File: config.mk
export PLATFORM = sky130hd
export DESIGN_NAME = aes_inv_round
export DESIGN_NICKNAME = d
export VERILOG_FILES = /design/src/rtl/aes_inv_round.sv
export SDC_FILE = /design/constraint.sdc
export NUM_CORES = 1
export LEC_CHECK = 0
export ABC_CLOCK_PERIOD_IN_PS = 3400
export BUFFER_PORTS_ARGS = -buffer_cell sky130_fd_sc_hd__clkbuf_2
export CAP_MARGIN = 20
export CORE_MARGIN = 2
export CORE_UTILIZATION = 40
export DETAILED_ROUTE_END_ITERATION = 10
export PLACE_DENSITY = 0.69
export SKIP_LAST_GASP = 1
export SLEW_MARGIN = 15
export SYNTH_ARGS = -nofsm -noshare
export SYNTH_HDL_FRONTEND = slang
export SYNTH_SLANG_ARGS = --single-unit
File: constraint.sdc
create_clock -name clk -period 3.4 [get_ports clk]
set_clock_uncertainty 0.05 [all_clocks]
set_input_delay 0.34 -clock clk [delete_from_list [all_inputs] [get_ports clk]]
set_output_delay 0.34 -clock clk [all_outputs]
set_load 0.01 [all_outputs]
File: src/rtl/aes_inv_round.sv
// aes_inv_round: one AES decryption round, computed one column per cycle.
//
//   out = M(InvShiftRows(in_state) ^ round_key), M = InvMixColumns when mix_en
//   is set, otherwise identity (final decryption round).
//
// Byte i of every 128-bit bus lives at [8i+:8]; column c is bytes 4c..4c+3 and
// row r = i mod 4.
//
// Ports
//   clk        rising-edge clock
//   rst        synchronous, active-high reset
//   in_valid   upstream offers in_state/round_key/mix_en
//   in_ready   block can accept (IDLE only)
//   in_state   128-bit cipher state
//   round_key  128-bit round key
//   mix_en     1 = apply InvMixColumns
//   out_valid  out_state holds a completed result (DONE only)
//   out_ready  downstream accepts the result
//   out_state  128-bit result
//
// Handshakes: a transfer happens on a rising edge where valid && ready are both
// high; the sender holds its data stable while valid is high and ready is low.
//
// Flow: IDLE -> (accept) BUSY -> 4 cycles, one column each -> DONE -> (out
// handshake) IDLE. InvShiftRows and AddRoundKey are applied on the acceptance
// edge; each BUSY cycle then replaces one column in place with its mixed
// value. Since column c of the result only depends on column c of that
// intermediate, one 128-bit register serves as both source and result.
module aes_inv_round (
    input  logic         clk,
    input  logic         rst,
    input  logic         in_valid,
    output logic         in_ready,
    input  logic [127:0] in_state,
    input  logic [127:0] round_key,
    input  logic         mix_en,
    output logic         out_valid,
    input  logic         out_ready,
    output logic [127:0] out_state
);

    typedef enum logic [1:0] {
        IDLE = 2'd0,
        BUSY = 2'd1,
        DONE = 2'd2
    } state_t;

    state_t       state;
    state_t       state_next;
    logic [1:0]   col;
    logic         mix_q;
    logic [127:0] data_q;
    logic [31:0]  col_in;
    logic [31:0]  col_out;
    logic         accept;

    function automatic logic [7:0] xtime(input logic [7:0] b);
        xtime = {b[6:0], 1'b0} ^ (b[7] ? 8'h1b : 8'h00);
    endfunction

    // Multiplies by 09, 0B, 0D, 0E built from the x2/x4/x8 doublings.
    function automatic logic [31:0] inv_mix_col(input logic [31:0] a);
        logic [7:0] x1 [4];
        logic [7:0] x2 [4];
        logic [7:0] x4 [4];
        logic [7:0] x8 [4];
        logic [7:0] m9 [4];
        logic [7:0] mb [4];
        logic [7:0] md [4];
        logic [7:0] me [4];
        logic [31:0] res;
        for (int r = 0; r < 4; r++) begin
            x1[r] = a[8*r +: 8];
            x2[r] = xtime(x1[r]);
            x4[r] = xtime(x2[r]);
            x8[r] = xtime(x4[r]);
            m9[r] = x8[r] ^ x1[r];
            mb[r] = x8[r] ^ x2[r] ^ x1[r];
            md[r] = x8[r] ^ x4[r] ^ x1[r];
            me[r] = x8[r] ^ x4[r] ^ x2[r];
        end
        for (int r = 0; r < 4; r++) begin
            res[8*r +: 8] = me[r] ^ mb[(r + 1) % 4] ^ md[(r + 2) % 4] ^ m9[(r + 3) % 4];
        end
        inv_mix_col = res;
    endfunction

    // Output byte (r,c) takes input byte (r,(c-r) mod 4).
    function automatic logic [127:0] inv_shift_rows(input logic [127:0] s);
        logic [127:0] res;
        for (int c = 0; c < 4; c++) begin
            for (int r = 0; r < 4; r++) begin
                res[8*(4*c + r) +: 8] = s[8*(4*((c - r + 4) % 4) + r) +: 8];
            end
        end
        inv_shift_rows = res;
    endfunction

    assign in_ready  = (state == IDLE);
    assign out_valid = (state == DONE);
    assign out_state = data_q;
    assign accept    = in_valid && in_ready;

    assign col_in  = data_q[{col, 5'b0} +: 32];
    assign col_out = mix_q ? inv_mix_col(col_in) : col_in;

    always_comb begin
        state_next = state;
        case (state)
            IDLE:    if (in_valid) state_next = BUSY;
            BUSY:    if (col == 2'd3) state_next = DONE;
            DONE:    if (out_ready) state_next = IDLE;
            default: state_next = IDLE;
        endcase
    end

    always_ff @(posedge clk) begin
        if (rst) begin
            state  <= IDLE;
            col    <= 2'd0;
            mix_q  <= 1'b0;
            data_q <= 128'h0;
        end else begin
            state <= state_next;
            case (state)
                IDLE: begin
                    if (accept) begin
                        data_q <= inv_shift_rows(in_state) ^ round_key;
                        mix_q  <= mix_en;
                        col    <= 2'd0;
                    end
                end
                BUSY: begin
                    data_q[{col, 5'b0} +: 32] <= col_out;
                    col                       <= col + 2'd1;
                end
                default: ;
            endcase
        end
    end

endmodule
### After elaboration in Yosys (flattened, before gate mapping)

Cells that the tools add are included.

| cells by class | value |
|---|---|
| add/subtract/negate cells | 2 |
| $mul | 0 |
| divide/modulo/power cells | 0 |
| $lt $le $gt $ge | 0 |
| eq/ne operators | 7 |
| shifts and indexed selects | 3 |
| muxes and demuxes | 22 |
| bitwise logic cells | 49 |
| reductions and logical operators | 6 |

Operator list:

| cell | count |
|---|---|
| $xor A8 B8 Y8 | 36 |
| $pmux W128 S2 | 1 |
| $bwmux W128 | 1 |
| $mux W128 | 1 |
| $shift A32 B9 Y128 const A | 1 |
| $shiftx A128 B8 Y32 | 1 |
| $shiftx A32 B9 Y128 | 1 |
| $xor A128 B128 Y128 | 1 |
| $xor A8 B5 Y8 | 12 |
| $mux W5 | 12 |
| $mux W32 | 1 |
| $neg A7 Y9 | 1 |
| $mux W2 | 4 |
| $pmux W2 S3 | 1 |
| $eq A2 B2 Y1 const B | 2 |
| $ne A2 B1 Y1 const B | 2 |
| $ne A2 B2 Y1 const B | 2 |
| $pmux W2 S2 | 1 |
| $reduce_and A2 Y1 | 2 |
| $reduce_and A3 Y1 | 1 |
| $add A2 B1 Y2 const B | 1 |
| $eq A2 B1 Y1 const B | 1 |
| $logic_not A2 Y1 | 1 |
| $reduce_bool A2 Y1 | 1 |
| $logic_and A1 B1 Y1 | 1 |

| word-level totals | value |
|---|---|
| bits in registers | 133 |
| latch bits | 0 |
| memory bits (writable) | 0 |
| ROM bits | 0 |
| input bits | 261 |
| logic and storage cells | 93 |
| memories | 0 |

### Logic depth before layout (Yosys ltp)

Gate-level depths: netlist (run 1).

| depth | value |
|---|---|
| depth in word-level cells | 16 |
| gate-level depth with buffers | 13 |
| depth with buffers taken out | 8 |

### Worst setup path after synthesis (run 1)

No wires, ideal clock.

| path | value |
|---|---|
| path type | reg2reg |
| start | register col[0] |
| end | register data_q[107], in the netlist out_state[107] |
| library setup time | 132 ps |
| arrival | 3125 ps |
| setup slack | 93 ps |
| cell stages (with the launch flop) | 10 |
| path buffers | 2 |
| period minus slack after synthesis | 3307 ps |
| path through | dfxtp_1 -> buf_6 -> mux4_1 -> buf_2 -> xnor2_2 -> xor3_1 -> xnor2_1 -> xnor3_1 -> a221oi_1 -> nor3_1 |

| on the way | value |
|---|---|
| longest elaborated chain between the ends | 14 |
| elaborated cells between the ends (all ways) | 67 |

Ends and longest elaborated chain:

| element | RTL line | RTL |
|---|---|---|
| start, declared | 50 | `logic [1:0] col;` |
| start signal, assigned | 135 | `col <= col + 2'd1;` |
| $shiftx A128 B8 Y32 | 104 | `assign col_in = data_q[{col, 5'b0} +: 32];` |
| $xor A8 B5 Y8 / $mux W5 (equally long branches) (2 in series) | 58 | `xtime = {b[6:0], 1'b0} ^ (b[7] ? 8'h1b : 8'h00);` |
| $mux W5 / $xor A8 B5 Y8 (equally long branches) | 58 |  |
| $xor A8 B5 Y8 | 58 |  |
| $xor A8 B8 Y8, on equally long branches | 79, 80, 78 |  |
| $xor A8 B8 Y8, on equally long branches | 80, 78 |  |
| $xor A8 B8 Y8 (3 in series) | 83 | `res[8*r +: 8] = me[r] ^ mb[(r + 1) % 4] ^ md[(r + 2) % 4] ^ m9[(r + 3) % 4];` |
| $mux W32 | 105 | `assign col_out = mix_q ? inv_mix_col(col_in) : col_in;` |
| $shiftx A32 B9 Y128 | 134 | `data_q[{col, 5'b0} +: 32] <= col_out;` |
| $bwmux W128 (*) | 134 |  |
| $pmux W128 S2 (*) | 125 | `case (state)` |
| end signal, assigned | 128 | `data_q <= inv_shift_rows(in_state) ^ round_key;` |
| end signal, assigned by index | 134 |  |
| end, declared | 52 | `logic [127:0] data_q;` |

Mark *: on every way between the ends. The rest lies on a longest branch, timed or not.
A chain may end at the register's enable or synchronous reset.

### Worst setup path after layout (run 1)

| path | value |
|---|---|
| start | register col[0] |
| end | register data_q[92], in the netlist out_state[92] |

The elaborated chain is that of the path after synthesis.

==> results_dict.tcl, run 1 <==
set metrics [dict create \
    status "complete, but fails checks" \
    violations "DRC" \
    finalCriticalPeriod_ns 3.37 \
    synth_area_mm2 0.0107 \
    final_common_cell "clkbuf_2" \
    synthFlopType "dfxtp_1" \
    core_mm2 0.0261 \
    insertion_delay_ns 0.44 \
    holdCritStartpoint "mix_en" \
    antenna_found_initial 0 \
    syn_nets 1418 \
    cap_viol_max_count 0 \
    detail_route.wl_per_cell_um 23.6 \
    ys_seq_elements 133 \
    hold_viol_final 0 \
    pin_count 391 \
    grt_pass1_vias 11100 \
    power_density_mw_per_mm2 704 \
    crit_chain "buf_12, mux4_1, xnor2_2, xnor3_1, xnor2_2, xnor3_1, a221oi_1, nor3_1" \
    tns_ns 0 \
    min_path_cells 3 \
    cts_made_buffers 17 \
    synth-async-reset-ratio_pct 0 \
    syn_to_final_growth_pct 33.2 \
    ant_nets 0 \
    grt_pass1_wl_um 67200 \
    cts_root_buffer "clkbuf_16" \
    n_antenna_cell 0 \
    h-tree-depth 4 \
    initial_core_util_pct 40.9 \
    reg2reg_setup_slack_ns 0.03 \
    worstSetupStartpointType "flop" \
    arrival_ns 3.61 \
    rr_endpoint "out_state[92]" \
    track_usage_pct 31.4 \
    num-nets-final 1813 \
    dieArea_mm2 0.0281 \
    avgSynthCellArea_um2 9.28 \
    remaining_drc_errors 8 \
    post_cts_buffers 0 \
    ctsHoldBuffers 0 \
    routed_via_density 5.94 \
    synth_cells 1152 \
    timing.rr.start "col[0]" \
    grt_max_degree 58 \
    yosysWarnings 0 \
    slew_viol_final 0 \
    whs_endpoint "mix_q" \
    dr.pass1.iters 9 \
    die_h_um 168 \
    worstHoldPathType "primary input to flop" \
    placed_cell_area_mm2 0.0135 \
    cpPeakStageDelay_ns 0.71 \
    final_area_mm2 0.0143 \
    relSlewSlack_pct 19.7 \
    setup.worst_path.end_class "flop" \
    io_buffers 390 \
    vdd_drop_max_uv 548 \
    row_count 59 \
    cp.required_ns 3.64 \
    dieWidth_um 168 \
    rsz0062_at_grt "yes" \
    drt_iter0_markers 1247 \
    cp_max_fo 9 \
    wirelength_um 44700 \
    path_class "flop to flop" \
    clock_path_buffers 2 \
    final_cell_mix "clkbuf_2, xnor2_1, nor2_1, dfxtp_1, nor3_1" \
    min_period_over_period_pct 99.0 \
    reg2reg_depth 8 \
    finalSetupViolCount 0 \
    synth_seq_area_share_pct 24.9 \
    dr_total_vias 11300 \
    dp_hpwl_um 34500 \
    drive_gt1_share_pct 39.1 \
    yosysUniqueCellTypes 45 \
    synth_edf_count 0 \
    leakagePower_nw 6.38 \
    worst_slew_pin_slew_ns 1.20 \
    power_mw 10.0 \
    overflow 0 \
    place.gp.congestion 0.980 \
    clk_pin_slew_ns 0.07 \
    cp_slowest_cell "mux4_1" \
    fmax_ghz 0.297 \
    tritoncts "built" \
    clock-sinks 133 \
]
==> final cells by class <==
cell class	instances	area, um2
Multi-Input combinational cell	895	7670
Timing Repair Buffer	494	2840
Fill cell	2377	11900
Clock inverter	15	213
Sequential cell	133	2670
Inverter	6	22.5
Tap cell	335	419
Clock buffer	17	425
==> registers in the layout, summed over array words and instances (netlist names) <==
signal	cells
mix_q	1
col	2
out_state	128
state	2
==> per-layer routing <==
| metal | vias up | wire, um | track usage [%] | part of all wire (%) |
|---|---|---|---|---|
| met3 | 141 | 4410 | 6.85 | 9.9 |
| met5 | - | 0 | 0 | 0 |
| met1 | 5377 | 16700 | 39.5 | 37 |
| met2 | 753 | 21700 | 52.3 | 49 |
| li1 | 4986 | - | - | - |
| met4 | 0 | 1820 | 13.2 | 4.1 |
==> repair_timing <==
item / CTS / global route
resized for setup: 2 / 29
pin swaps: 0 / 2
gates cloned: 0 / 0
endpoints found under the setup margin: 3 / 72
==> through the flow <==
stage          std cells  hold slack (ns)  setup WS [ns]  util (%)
6_report            1895           0.0825         0.0333      54.5
5_1_grt             1895            0.109        -0.0438      54.5
4_1_cts             1895           0.0750        -0.0236      54.0
3_5_place_dp        1863            0.443        -0.0341      51.5
3_3_place_gp        1863            0.439        0.00483      51.5
2_1_floorplan       1152            0.438         0.0928         -
==> where the power goes <==
part | switching (mW) | internal (mW)
registers | 0.148 | 1.71
logic | 3.11 | 3.01
clock network | 0.803 | 1.25
total | 4.06 | 5.96
==> cell usage after synthesis, types with 7 or more instances <==
cell      instances  area share [%]
o21ai_0          71             3.3
xor3_1            8             1.8
nor3_1          127             5.9
buf_6             9            0.95
xor2_1           73             6.0
clkbuf_1         83             2.9
mux4_2           25             5.3
dfxtp_1         133              25
a21oi_1           7            0.33
nand2_1          17            0.60
a221o_1           7            0.66
buf_2            20            0.94
and2_1            8            0.47
mux4_1            7             1.7
a221oi_1        117             9.6
nor2_1          142             5.0
o21a_1           16             1.1
xnor2_2          11             1.7
xnor2_1         159              13
xnor3_1          39             8.2
a31oi_1           7            0.41
a211oi_1          7            0.49
==> kinds of logic after synthesis <==
group | synth area share [%]
compound gates | 16.8
xor+xnor | 31.6
fa+ha+maj | 0.585
buf+inv | 5.43
flops | 24.9
mux | 7.41
simple gates | 13.2
==> worst max-delay path, delay by kind of cell, from the launching register on <==
kind                      cells  cell delay [ns]
buffers and inverters         1             0.16
xor gates and xnor gates      4             1.47
AOI/OAI and AO/OA             1             0.33
muxes                         1             0.71
and+or+nand+nor               1             0.10
DFF                           1             0.40
==> how the worst max path moves through the flow <==
| stage | startpoint | cells past startpoint | slack, ns | endpoint |
|---|---|---|---|---|
| after floorplan | col[0] | 9 | 0.09 | out_state[107] |
| after global placement | col[0] | 10 | 0.005 | out_state[125] |
| after detailed placement | col[0] | 10 | -0.03 | out_state[125] |
| after CTS | col[0] | 10 | -0.02 | out_state[27] |
| after global routing | col[0] | 9 | -0.04 | out_state[5] |
| final | col[0] | 8 | 0.03 | out_state[92] |
Note: power is estimated with default switching activity, not from simulation.
==> run 2, diff against run 1 <==
--- a/config.mk
+++ b/config.mk
@@ -5,13 +5,14 @@
 export SDC_FILE = /design/constraint.sdc
 export NUM_CORES = 1
 export LEC_CHECK = 0
-export ABC_CLOCK_PERIOD_IN_PS = 3400
+export ABC_CLOCK_PERIOD_IN_PS = 3800
 export BUFFER_PORTS_ARGS = -buffer_cell sky130_fd_sc_hd__clkbuf_2
 export CAP_MARGIN = 20
 export CORE_MARGIN = 2
 export CORE_UTILIZATION = 40
 export DETAILED_ROUTE_END_ITERATION = 10
-export PLACE_DENSITY = 0.69
+export PLACE_DENSITY = 0.67
+export SETUP_SLACK_MARGIN = 0.5
 export SKIP_LAST_GASP = 1
 export SLEW_MARGIN = 15
 export SYNTH_ARGS = -nofsm -noshare
==> constraint.sdc (replaced) <==
create_clock -name clk -period 3.8 [get_ports clk]
set_clock_uncertainty 0.05 [all_clocks]
set_input_delay 0.38 -clock clk [delete_from_list [all_inputs] [get_ports clk]]
set_output_delay 0.38 -clock clk [all_outputs]
set_load 0.01 [all_outputs]
==> results_dict.tcl, run 2 (synthesis gave the netlist of run 1 again) <==
set metrics [dict create \
    grt_max_degree 85 \
    crit_chain "buf_6, mux4_2, xor2_4, xnor3_2, xnor2_2, buf_4, xnor3_2, or4_4, o211ai_2" \
    drive_gt1_share_pct 43.5 \
    timing.rr.start "col[1]" \
    worst_path_dominant_cell_family "XOR/XNOR gates" \
    min_period_over_period_pct 88.9 \
    cp_slowest_cell "mux4_2" \
    initial_core_util_pct 40.9 \
    detail_route.wl_per_cell_um 24.2 \
    clock_path_buffers 2 \
    largest_reg_flops 128 \
    seq_power_share_pct 17.3 \
    row_count 59 \
    cp_max_fo 7 \
    insertion_delay_ns 0.45 \
    syn_to_final_growth_pct 38.2 \
    grt_pass1_wl_um 68000 \
    rsz0062_at_grt "yes" \
    slew_viol_final 0 \
    io_buffers 390 \
    relSlewSlack_pct 35.9 \
    holdCritStartpoint "mix_en" \
    dp.cells 1829 \
    routed_via_density 5.93 \
    final_common_cell "clkbuf_2" \
    h-tree-depth 4 \
    fmax_ghz 0.296 \
    antenna_found_initial 0 \
    worstHoldPathType "primary input to flop" \
    n_antenna_cell 0 \
    path_buf_inv 2 \
    cts_made_buffers 17 \
    vdd_drop_max_uv 444 \
    clock-sinks 133 \
    final_cell_mix "clkbuf_2, nor2_1, xnor2_1, dfxtp_1, nor3_1" \
    crit_top_cell "xnor3_2" \
    remaining_drc_errors 7 \
    p_int_mw 5.54 \
    dieWidth_um 168 \
    final_area_mm2 0.0148 \
    cts_root_buffer "clkbuf_16" \
    pin_count 391 \
    num-nets-final 1827 \
    placed_cell_area_mm2 0.0132 \
    violations "DRC" \
    setup.worst_path.end_class "flop" \
    dr.pass1.iters 8 \
    grt_pass1_vias 11100 \
    arrival_ns 3.70 \
    overflow 0 \
    dieArea_mm2 0.0281 \
    tns_ns 0 \
    dp_hpwl_um 34300 \
    cap_viol_max_count 0 \
    ant_nets 0 \
    worstSetupStartpointType "flop" \
    dr_total_vias 11300 \
    crit_path_start "col[1]" \
    cp.required_ns 4.12 \
    track_usage_pct 31.8 \
    clk_pin_slew_ns 0.07 \
    switchingPower_mw 4.05 \
    instances_no_fill 1909 \
    wirelength_um 46200 \
    comb_power_share_pct 64.4 \
    tritoncts "built" \
    worst_slew_pin_slew_ns 0.961 \
    die_h_um 168 \
    p_sw_share_pct 42.2 \
    core_mm2 0.0261 \
    leakagePower_nw 6.62 \
    status "complete, but fails checks" \
    power_density_mw_per_mm2 649 \
    hold_viol_final 0 \
    finalSetupViolCount 0 \
    place.gp.congestion 0.943 \
    path_class "flop to flop" \
    drt_iter0_markers 1264 \
    ctsHoldBuffers 0 \
    cpPeakStageDelay_ns 0.63 \
    finalCriticalPeriod_ns 3.38 \
    p_clk_share_pct 18.2 \
]
## run 2: routing by layer
metal  up-vias  wire length, um  global-route usage (%)
li1       5018                -                       -
met1      5402            17900                    41.5
met2       774            22200                    51.8
met3       132             4390                    5.34
met4         0             1720                    14.2
met5         -                0                       0
## run 2: layout make-up
class / instances / area, um2
repair buffers: 508 / 2990
fillers: 2361 / 11300
clock inverters: 14 / 168
well taps: 335 / 419
flip-flops and latches: 133 / 2670
clock buffers: 18 / 439
inverters: 6 / 22.5
multi-input cells: 895 / 8070
## run 2: worst register-to-register path: cells and delay by family, from the launching register on
kind,cells,cell delay [ns]
xor+xnor,4,1.31
flops,1,0.46
buf+inv,2,0.27
compound gates,1,0.08
simple gates,1,0.51
mux,1,0.63
## run 2: power groups by stage
stage / Sequential, mW / Combinational, mW / Clock, mW
6_report: 1.66 / 6.18 / 1.75
5_1_grt: 1.68 / 6.43 / 1.80
4_1_cts: 1.66 / 5.29 / 1.74
3_5_place_dp: 1.69 / 5.05 / 0
3_3_place_gp: 1.69 / 5.03 / 0
2_1_floorplan: 1.70 / 3.43 / 0
## run 2: final timing paths
check	end	slack, ns	cells after the start
setup / recovery	out_state[4]	0.42	9
hold / removal	mix_q	0.12	3
setup reg to reg	out_state[4]	0.42	9
hold reg to reg	out_state[47]	0.46	2
## run 2: metrics by stage
stage / hold slack [ns] / power (mW) / utilization [%] / worst slack [ns]
floorplan: 0.466 / 5.13 / - / 0.506
global route: 0.150 / 9.91 / 56.6 / 0.373
finish: 0.123 / 9.59 / 56.6 / 0.422
global placement: 0.443 / 6.72 / 50.4 / 0.246
CTS: 0.122 / 8.68 / 53.6 / 0.437
detailed placement: 0.446 / 6.73 / 50.4 / 0.180
## run 2: repair_timing
item                       in CTS  in global routing
setup endpoints to repair     115                100
buffers inserted               13                 33
gates cloned                    0                  1
pin swaps                       4                 23
gates resized for setup        34                 85
==> run 3, diff against run 2 <==
--- a/config.mk
+++ b/config.mk
@@ -12,7 +12,6 @@
 export CORE_UTILIZATION = 40
 export DETAILED_ROUTE_END_ITERATION = 10
 export PLACE_DENSITY = 0.67
-export SETUP_SLACK_MARGIN = 0.5
 export SKIP_LAST_GASP = 1
 export SLEW_MARGIN = 15
 export SYNTH_ARGS = -nofsm -noshare
==> results_dict.tcl, run 3 (synthesis gave the netlist of run 1 again) <==
set metrics [dict create \
    core_mm2 0.0261 \
    routed_via_density 5.97 \
    fillCellCount 2470 \
    use_met2_pct 51.7 \
    rr_endpoint "out_state[103]" \
    ctsHoldBuffers 0 \
    power_density_mw_per_mm2 611 \
    final_cell_mix "clkbuf_2, xnor2_1, nor2_1, dfxtp_1, nor3_1" \
    slew_viol_final 0 \
    worst_path_dominant_cell_family "XOR/XNOR gates" \
    row_count 59 \
    arrival_ns 3.90 \
    clk_pin_slew_ns 0.07 \
    dpl_worst_slack_ns 0.197 \
    dr_total_vias 11000 \
    reg2reg_depth 8 \
    wirelength_um 44800 \
    layout_setup_ws_ns 0.122 \
    path_class "flop to flop" \
    seq_power_share_pct 19.9 \
    leakagePower_nw 6.02 \
    place.gp.congestion 0.982 \
    use_met3_pct 6.57 \
    hold_viol_final 0 \
    rsz0062_at_grt "no" \
    cp_max_fo 6 \
    grt_pass1_vias 10900 \
    timing.rr.start "col[0]" \
    seq_area_mm2 0.00267 \
    setup.worst_path.end_class "flop" \
    drt_iter0_markers 1122 \
    worst_slew_pin_slew_ns 1.19 \
    worstHoldPathType "primary input to flop" \
    vdd_drop_max_uv 418 \
    dr.pass1.iters 11 \
    p_sw_share_pct 42.2 \
    clock-sinks 133 \
    syn_to_final_growth_pct 27.3 \
    dp_hpwl_um 34100 \
    cap_viol_max_count 0 \
    cts_resized 0 \
    io_buffers 390 \
    p_clk_share_pct 20.7 \
    cts_made_buffers 17 \
    drive_gt1_share_pct 35.3 \
    busiest_layer "met2" \
    largest_reg_flops 128 \
    violations "DRC" \
    cp.required_ns 4.02 \
    cpPeakStageDelay_ns 0.62 \
    clock_path_buffers 2 \
    path_depth 8 \
    post_cts_buffers 0 \
    min_period_over_period_pct 96.8 \
    path_buf_inv 1 \
    grt_pass1_wl_um 67300 \
    cp_slowest_cell "mux4_1" \
    finalCriticalPeriod_ns 3.68 \
    switchingPower_mw 3.51 \
    worstSetupStartpointType "flop" \
    ant_nets 0 \
    crit_path_start "col[0]" \
    finalSetupViolCount 0 \
    crit_top_cell "xnor3_1" \
    final_common_cell "clkbuf_2" \
    tritoncts "built" \
    multiInputGateArea_mm2 0.00753 \
    crit_chain "buf_4, mux4_1, xnor2_1, xnor3_1, xnor3_1, mux2_2, a221oi_1, nor3_1" \
    initial_core_util_pct 40.9 \
    num-nets-final 1762 \
    pin_count 391 \
    die_h_um 168 \
    dieArea_mm2 0.0281 \
    comb_power_share_pct 59.3 \
    h-tree-depth 4 \
    endpoint "out_state[103]" \
    grt_max_degree 90 \
    detail_route.wl_per_cell_um 24.3 \
    relSlewSlack_pct 20.8 \
    status "complete, but fails checks" \
    grtUsageMet1_pct 40.7 \
    min_path_cells 3 \
    dieWidth_um 168 \
    fmax_ghz 0.272 \
    antenna_found_initial 1 \
    p_int_mw 4.81 \
    cts_root_buffer "clkbuf_16" \
    reg2reg_setup_slack_ns 0.12 \
    tns_ns 0 \
    remaining_drc_errors 12 \
    insertion_delay_ns 0.43 \
    overflow 0 \
    track_usage_pct 31.4 \
    holdCritStartpoint "mix_en" \
]
## run 3: changes by cell type in the layout (fill, tap and decap cells not counted), moves of 6 or more
cell,delta
xnor2_4,-10
mux4_1,+6
buf_6,-7
xnor2_2,-14
xnor2_1,+24
a221oi_2,-28
mux4_2,-6
xnor3_2,-16
a221oi_1,+29
buf_4,-51
xnor3_1,+16
## run 3: worst min path at each step
stage	to	slack, ns
after floorplan	out_state[62]	0.47
after global placement	out_state[62]	0.44
after detailed placement	out_state[62]	0.44
after CTS	mix_q	0.12
after global routing	mix_q	0.15
final	mix_q	0.13
## run 3: tightest hold or removal path, cell delays in order
cell	delay [ns]
clkbuf_2	0.08
nand3_1	0.06
a21oi_1	0.05
## run 3: layer usage
layer | vias up | part of all wire (%)
li1 | 4888 | -
met1 | 5305 | 39
met2 | 722 | 48
met3 | 102 | 9.6
met4 | 0 | 3.1
met5 | - | 0
## run 3: power groups by stage
stage | Clock, mW | Combinational, mW | Sequential, mW
floorplan | 0 | 3.43 | 1.70
CTS | 1.72 | 4.84 | 1.65
global route | 1.78 | 5.17 | 1.67
detailed placement | 0 | 4.82 | 1.68
finish | 1.72 | 4.93 | 1.66
global placement | 0 | 4.78 | 1.68
## run 3: final cells by class
type | instances | area share [%]
flip-flops and latches | 133 | 19.6
well taps | 335 | 3.08
repair buffers | 443 | 17.5
multi-input cells | 895 | 55.3
clock buffers | 19 | 3.33
clock inverters | 13 | 1.08
diodes | 1 | 0.0184
inverters | 6 | 0.165
## run 3: stage by stage
step | power, mW | cell area [um2] | utilization (%) | cells | hold slack (ns)
detailed placement | 6.50 | 13000 | 49.8 | 1812 | 0.443
global placement | 6.47 | 13000 | 49.8 | 1812 | 0.438
finish | 8.31 | 13600 | 52.1 | 1845 | 0.132
floorplan | 5.13 | 10700 | - | 1152 | 0.466
global route | 8.62 | 13600 | 52.1 | 1844 | 0.150
CTS | 8.21 | 13600 | 52.1 | 1844 | 0.124
